File: config.mk
export PLATFORM = sky130hd
export DESIGN_NAME = banked_memory_controller
export DESIGN_NICKNAME = d
export VERILOG_FILES = /design/src/rtl/mc_pkg.sv /design/src/rtl/mc_req_fifo.sv /design/src/rtl/banked_memory_controller.sv
export SDC_FILE = /design/constraint.sdc
export NUM_CORES = 2
export LEC_CHECK = 0
export CORE_AREA = 4 4 499 501
export CTS_BUF_LIST = sky130_fd_sc_hd__clkbuf_16
export DETAILED_ROUTE_END_ITERATION = 8
export DIE_AREA = 0 0 503 505
export MAX_ROUTING_LAYER = met4
export PLACE_DENSITY = 0.48
export SYNTH_ARGS = -nofsm -noshare
export SYNTH_HDL_FRONTEND = slang
export SYNTH_SLANG_ARGS = --single-unit
File: constraint.sdc
create_clock -name clk -period 26.9 [get_ports clk]
set_input_delay 5.38 -clock clk [delete_from_list [all_inputs] [get_ports clk]]
set_output_delay 5.38 -clock clk [all_outputs]
set_load 0.01 [all_outputs]
File: src/rtl/mc_pkg.sv
// Shared definitions for the banked memory controller: controller FSM
// states and default parameter values.
package mc_pkg;

  localparam int unsigned DEF_DATA_W     = 256;
  localparam int unsigned DEF_ADDR_W     = 6;
  localparam int unsigned DEF_NUM_BANKS  = 2;
  localparam int unsigned DEF_FIFO_DEPTH = 4;
  localparam int unsigned DEF_RD_LATENCY = 1;

  typedef enum logic [1:0] {
    IDLE    = 2'd0,
    ISSUE   = 2'd1,
    WAIT_RD = 2'd2
  } mc_state_e;

endpackage

File: src/rtl/mc_req_fifo.sv
// In-order request queue with first-word fall-through head.
// Ports: clk, rst (sync, active-high); push/wdata enqueue; pop dequeues;
// head_c is the current head entry; full, empty and count reflect occupancy.
module mc_req_fifo #(
  parameter int unsigned WIDTH = 8,
  parameter int unsigned DEPTH = 4
) (
  input  logic                     clk,
  input  logic                     rst,
  input  logic                     push,
  input  logic [WIDTH-1:0]         wdata,
  input  logic                     pop,
  output logic [WIDTH-1:0]         head_c,
  output logic                     full,
  output logic                     empty,
  output logic [$clog2(DEPTH):0]   count
);

  localparam int unsigned PTR_W = $clog2(DEPTH);
  localparam int unsigned CNT_W = PTR_W + 1;

  logic [WIDTH-1:0] store [DEPTH];
  logic [PTR_W-1:0] wr_ptr;
  logic [PTR_W-1:0] rd_ptr;
  logic             do_push;
  logic             do_pop;

  // A full queue never accepts, even when a pop frees a slot this cycle.
  assign full    = (count == CNT_W'(DEPTH));
  assign empty   = (count == '0);
  assign do_push = push && !full;
  assign do_pop  = pop && !empty;
  assign head_c  = store[rd_ptr];

  // Pointers wrap naturally because DEPTH is a power of two.
  always_ff @(posedge clk) begin
    if (rst) begin
      wr_ptr <= '0;
      rd_ptr <= '0;
      count  <= '0;
    end else begin
      if (do_push) wr_ptr <= wr_ptr + PTR_W'(1);
      if (do_pop)  rd_ptr <= rd_ptr + PTR_W'(1);
      case ({do_push, do_pop})
        2'b10:   count <= count + CNT_W'(1);
        2'b01:   count <= count - CNT_W'(1);
        default: count <= count;
      endcase
    end
  end

  // Storage needs no reset; occupancy is tracked by the pointers.
  always_ff @(posedge clk) begin
    if (do_push) store[wr_ptr] <= wdata;
  end

endmodule

File: src/rtl/banked_memory_controller.sv
// Queues read/write requests and issues them one at a time to a set of
// synchronous memory banks selected by the top address bits.
// Ports: clk, rst (sync, active-high); req_* request channel with ready;
// rsp_valid/rsp_rdata read response strobe; mem_* shared bank interface,
// mem_rdata flattened with bank b at [b*DATA_W +: DATA_W].
module banked_memory_controller
  import mc_pkg::*;
#(
  parameter int unsigned DATA_W     = DEF_DATA_W,
  parameter int unsigned ADDR_W     = DEF_ADDR_W,
  parameter int unsigned NUM_BANKS  = DEF_NUM_BANKS,
  parameter int unsigned FIFO_DEPTH = DEF_FIFO_DEPTH,
  parameter int unsigned RD_LATENCY = DEF_RD_LATENCY
) (
  input  logic                          clk,
  input  logic                          rst,
  input  logic                          req_valid,
  output logic                          req_ready,
  input  logic                          req_write,
  input  logic [ADDR_W-1:0]             req_addr,
  input  logic [DATA_W-1:0]             req_wdata,
  output logic                          rsp_valid,
  output logic [DATA_W-1:0]             rsp_rdata,
  output logic [NUM_BANKS-1:0]          mem_en,
  output logic [NUM_BANKS-1:0]          mem_we,
  output logic [ADDR_W-$clog2(NUM_BANKS)-1:0] mem_addr,
  output logic [DATA_W-1:0]             mem_wdata,
  input  logic [NUM_BANKS*DATA_W-1:0]   mem_rdata
);

  localparam int unsigned BANK_SEL_W = $clog2(NUM_BANKS);
  localparam int unsigned BANK_AW    = ADDR_W - BANK_SEL_W;
  localparam int unsigned REQ_W      = 1 + ADDR_W + DATA_W;
  localparam int unsigned LAT_W      = $clog2(RD_LATENCY + 1);
  localparam int unsigned CNT_W      = $clog2(FIFO_DEPTH) + 1;

  mc_state_e              state;
  logic                   iss_write;
  logic [ADDR_W-1:0]      iss_addr;
  logic [DATA_W-1:0]      iss_wdata;
  logic [LAT_W-1:0]       lat_cnt;

  logic [REQ_W-1:0]       head;
  logic                   fifo_full;
  logic                   fifo_empty;
  logic [CNT_W-1:0]       fifo_count;
  logic                   push;
  logic                   pop;

  logic                   head_write;
  logic [ADDR_W-1:0]      head_addr;
  logic [BANK_SEL_W-1:0]  head_sel;
  logic [BANK_SEL_W-1:0]  iss_sel;
  logic [NUM_BANKS-1:0]   head_onehot;
  logic [DATA_W-1:0]      sel_rdata;
  logic                   unused_count;

  assign req_ready    = !fifo_full;
  assign push         = req_valid && !fifo_full;
  assign pop          = (state == IDLE) && !fifo_empty;
  assign unused_count = ^fifo_count;

  mc_req_fifo #(
    .WIDTH (REQ_W),
    .DEPTH (FIFO_DEPTH)
  ) u_fifo (
    .clk    (clk),
    .rst    (rst),
    .push   (push),
    .wdata  ({req_write, req_addr, req_wdata}),
    .pop    (pop),
    .head_c (head),
    .full   (fifo_full),
    .empty  (fifo_empty),
    .count  (fifo_count)
  );

  assign head_write  = head[REQ_W-1];
  assign head_addr   = head[DATA_W +: ADDR_W];
  assign head_sel    = head_addr[ADDR_W-1 -: BANK_SEL_W];
  assign head_onehot = NUM_BANKS'(1) << head_sel;
  assign iss_sel     = iss_addr[ADDR_W-1 -: BANK_SEL_W];

  // Bank address and write data are shared and simply follow the issue register.
  assign mem_addr  = iss_addr[BANK_AW-1:0];
  assign mem_wdata = iss_wdata;

  // Read-data mux for the bank of the request in flight.
  always_comb begin
    sel_rdata = '0;
    for (int b = 0; b < int'(NUM_BANKS); b++) begin
      if (iss_sel == BANK_SEL_W'(b)) sel_rdata = mem_rdata[b*DATA_W +: DATA_W];
    end
  end

  // Controller FSM; bank strobes are set on entry to ISSUE so they are
  // high for exactly the ISSUE cycle.
  always_ff @(posedge clk) begin
    if (rst) begin
      state     <= IDLE;
      iss_write <= 1'b0;
      iss_addr  <= '0;
      iss_wdata <= '0;
      lat_cnt   <= '0;
      mem_en    <= '0;
      mem_we    <= '0;
      rsp_valid <= 1'b0;
      rsp_rdata <= '0;
    end else begin
      mem_en    <= '0;
      mem_we    <= '0;
      rsp_valid <= 1'b0;
      case (state)
        IDLE: begin
          if (!fifo_empty) begin
            iss_write <= head_write;
            iss_addr  <= head_addr;
            iss_wdata <= head[DATA_W-1:0];
            mem_en    <= head_onehot;
            mem_we    <= head_write ? head_onehot : '0;
            state     <= ISSUE;
          end
        end
        ISSUE: begin
          lat_cnt <= '0;
          state   <= iss_write ? IDLE : WAIT_RD;
        end
        WAIT_RD: begin
          if (lat_cnt == LAT_W'(RD_LATENCY - 1)) begin
            rsp_rdata <= sel_rdata;
            rsp_valid <= 1'b1;
            state     <= IDLE;
          end else begin
            lat_cnt <= lat_cnt + LAT_W'(1);
          end
        end
        default: state <= IDLE;
      endcase
    end
  end

endmodule

==> qor.yml <==
outcome:
  status: "finished, final reports clean"
finish:
  final_area_mm2: 0.07969
  mostFrequentLayoutCells: "1299 x clkdlybuf4s50_1, 1052 x edfxtp_1, 532 x dfxtp_1"
  final_common_cell: "clkdlybuf4s50_1"
  fin_nets: 5240
  drive_gt1_share_pct: 12.14
  syn2layout_area_growth_pct: 38.70
timing:
  grt_setup_unrepaired: "no"
  fin_crit_ns: 8.327
  fin_crit_sh_pct: 30.96
  finalClockSkew_ns: 0.03853
  timing.fmax_mhz: 120.1
  worst_pin_slew_ns: 1.154
  setup_viol: 0
  final-hold-violation-count: 0
  setup_tns_ns: 0
  slew_headroom_pct: 23.08
  slew_violations: 0
synthesis:
  ys_seq_elements: 1587
  syn_inst: 3176
  ys_types: 34
  avgSynthCellArea_um2: 18.09
  yosysWarnings: 0
  ys_seq_area_share_pct: 73.62
  synth_nets: 3960
  netlist_area_mm2: 0.05746
grt:
  grt_pass1_wl_um: 305200
  grt-ovfl-total: 0
  grt_usage_pct: 17.96
  antenna_found_initial: 92
  grt_pass1_vias: 35334
  grt_max_degree: 158
setup_path:
  crit_end: "mem_wdata[10]"
  crit_start: "rst"
  critPathCaptureType: "register"
  criticalPathCategory: "input port to register"
  worst_setup_path_start_kind: "input port"
  critPathMaxFanout: 65
  arrival_ns: 9.05
  r2r_cells: 6
  r2r-end: "rsp_rdata[174]"
  rrSetupSlack_ns: 21.99
  cp.required_ns: 27.62
  rr_startpoint: "iss_addr[5]"
detailed_routing:
  ant_nets: 0
  wl_met2_um: 117100
  vias: 34618
  avgRoutedWirePerCell_um: 29.25
  highest_layer: "met4"
  drt_iter0_markers: 2385
  drc: 0
  viasPerCell: 4.385
  wl_met3_um: 16820
  drt-met1-wl_um: 83860
  firstDrtPassIters: 5
  drt-total-wl_um: 231000
pwr:
  total_power_mw: 8.046
  switchingPower_mw: 2.550
  p_leak_nw: 25.63
  sw_frac_of_total_pct: 31.70
  p_clk_share_pct: 29.4
  pwr-share-comb_pct: 29.9
  p_int_mw: 5.495
  power.density_mw_per_mm2: 101.0
  irDropWorstVdd_mv: 0.06845
  seq_power_share_pct: 40.7
cts:
  cts.clk_slew.worst_paths_ns: 0.06
  cts-buffers-inserted: 179
  worstSkewPairLatency_ns: 0.81
  post_cts_resized: 0
  holdBufCountCts: 0
  cts.sinks: 1587
  clock_path_buffers: 3
  cts_setup_buffers: 0
  root_buffer: "clkbuf_16"
  htree_levels: 4
  cts_tree: "yes"
hold_path:
  hold_path.class: "register to register"
  whs_path_depth: 1
floorplanning:
  dieArea_mm2: 0.2540
  floorplan.initialDensity_pct: 23.47
  num_rows: 182
  die_w_um: 503
  core_mm2: 0.2448
  pin_count: 1301
  die_h_um: 505
place:
  hpwl_um: 165900
  gpl.final_weighted_congestion: 0.8714
  dpl_cell_area_mm2: 0.07381
  io_buffers: 1300
run:
  drv_cap: 0
-- routing by layer --
layer	global-route usage, %	up-vias
met5	-	-
met4	9.088	0
met3	5.441	356
met2	30.62	1234
met1	18.73	17594
li1	-	15434
-- cells in the mapped netlist (all sizes together) --
cell type	number	area share, %
nand4	1	0.011
nor2	262	1.7
and2	2	0.022
buf	124	1.2
edfxtp	1052	55
a22o	262	4.0
ha	5	0.11
xor2	2	0.030
nor3	1	0.0087
nand2	2	0.017
mux4	263	10
nor2b	2	0.022
and3	5	0.054
or3b	1	0.015
or3	2	0.022
a211oi	256	3.3
a21o	3	0.039
dfxtp	535	19
nor3b	1	0.013
fa	1	0.035
clkbuf	116	0.76
mux2i	256	4.5
nor4b	1	0.015
nand2b	1	0.011
o21ai	3	0.026
a31o	1	0.015
nand3	3	0.026
inv	7	0.046
a21oi	6	0.052
-- critical path, cell delays in order --
cell     delay (ns)
buf_8          0.16
a21oi_4        0.74
buf_4          0.83
buf_4          0.78
buf_4          0.61
a22o_1         0.23
-- how the worst min path moves through the flow --
stage | slack [ns] | endpoint | from
6_report | 0.44 | state[1] | iss_write
5_1_grt | 0.47 | state[1] | iss_write
4_1_cts | 0.43 | state[1] | iss_write
3_5_place_dp | 0.41 | state[1] | iss_write
3_3_place_gp | 0.42 | state[1] | iss_write
2_1_floorplan | 0.40 | state[1] | iss_write
-- area by class of cell --
type | instances | area (µm²)
timing repair buffer | 1339 | 13400
tap | 3220 | 4029
clock buffer | 181 | 4529
sequential | 1587 | 42310
antenna | 62 | 155.1
multi-input combinational | 1342 | 14040
inverter | 7 | 33.78
clock inverter | 157 | 1199
fill | 23839 | 165100
-- sequential cells by signal, summed over array words and instances, names as in the netlist, 3 cells and up, named ones only --
| register | cells |
|---|---|
| u_fifo.store | 1052 |
| rsp_rdata | 256 |
| iss_addr | 6 |
| mem_wdata | 256 |
| u_fifo.count | 3 |
-- cell families (layout without fill, tap and decap cells) --
kind of cell    count (synthesis)  count (layout)  synth area share (%)
buf+inv                       247            1684                 2.019
xor+xnor                        2               2               0.03049
simple gates                  284             284                 1.949
other cells                     0              62                     0
fa+ha+maj                       6               6                0.1437
mux                           519             519                 14.77
flops                        1587            1587                 73.62
compound gates                531             531                 7.471
-- through the flow --
step	util, %	instances	worst slack [ns]	hold slack [ns]
2_1_floorplan	-	3176	14.58	0.4007
3_3_place_gp	30.15	7495	17.64	0.4214
3_5_place_dp	30.15	7495	17.64	0.4083
4_1_cts	32.49	7833	18.53	0.4332
5_1_grt	32.55	7889	18.35	0.4727
6_report	32.55	7895	18.57	0.4392
-- power by group through the flow --
stage / logic (mW) / clock network (mW) / registers [mW]
floorplan: 1.15 / 0 / 3.37
global placement: 2.46 / 0 / 3.32
detailed placement: 2.47 / 0 / 3.32
CTS: 2.48 / 2.45 / 3.28
global route: 2.56 / 2.55 / 3.31
finish: 2.40 / 2.37 / 3.27
Power figures use the tool's default switching activity.
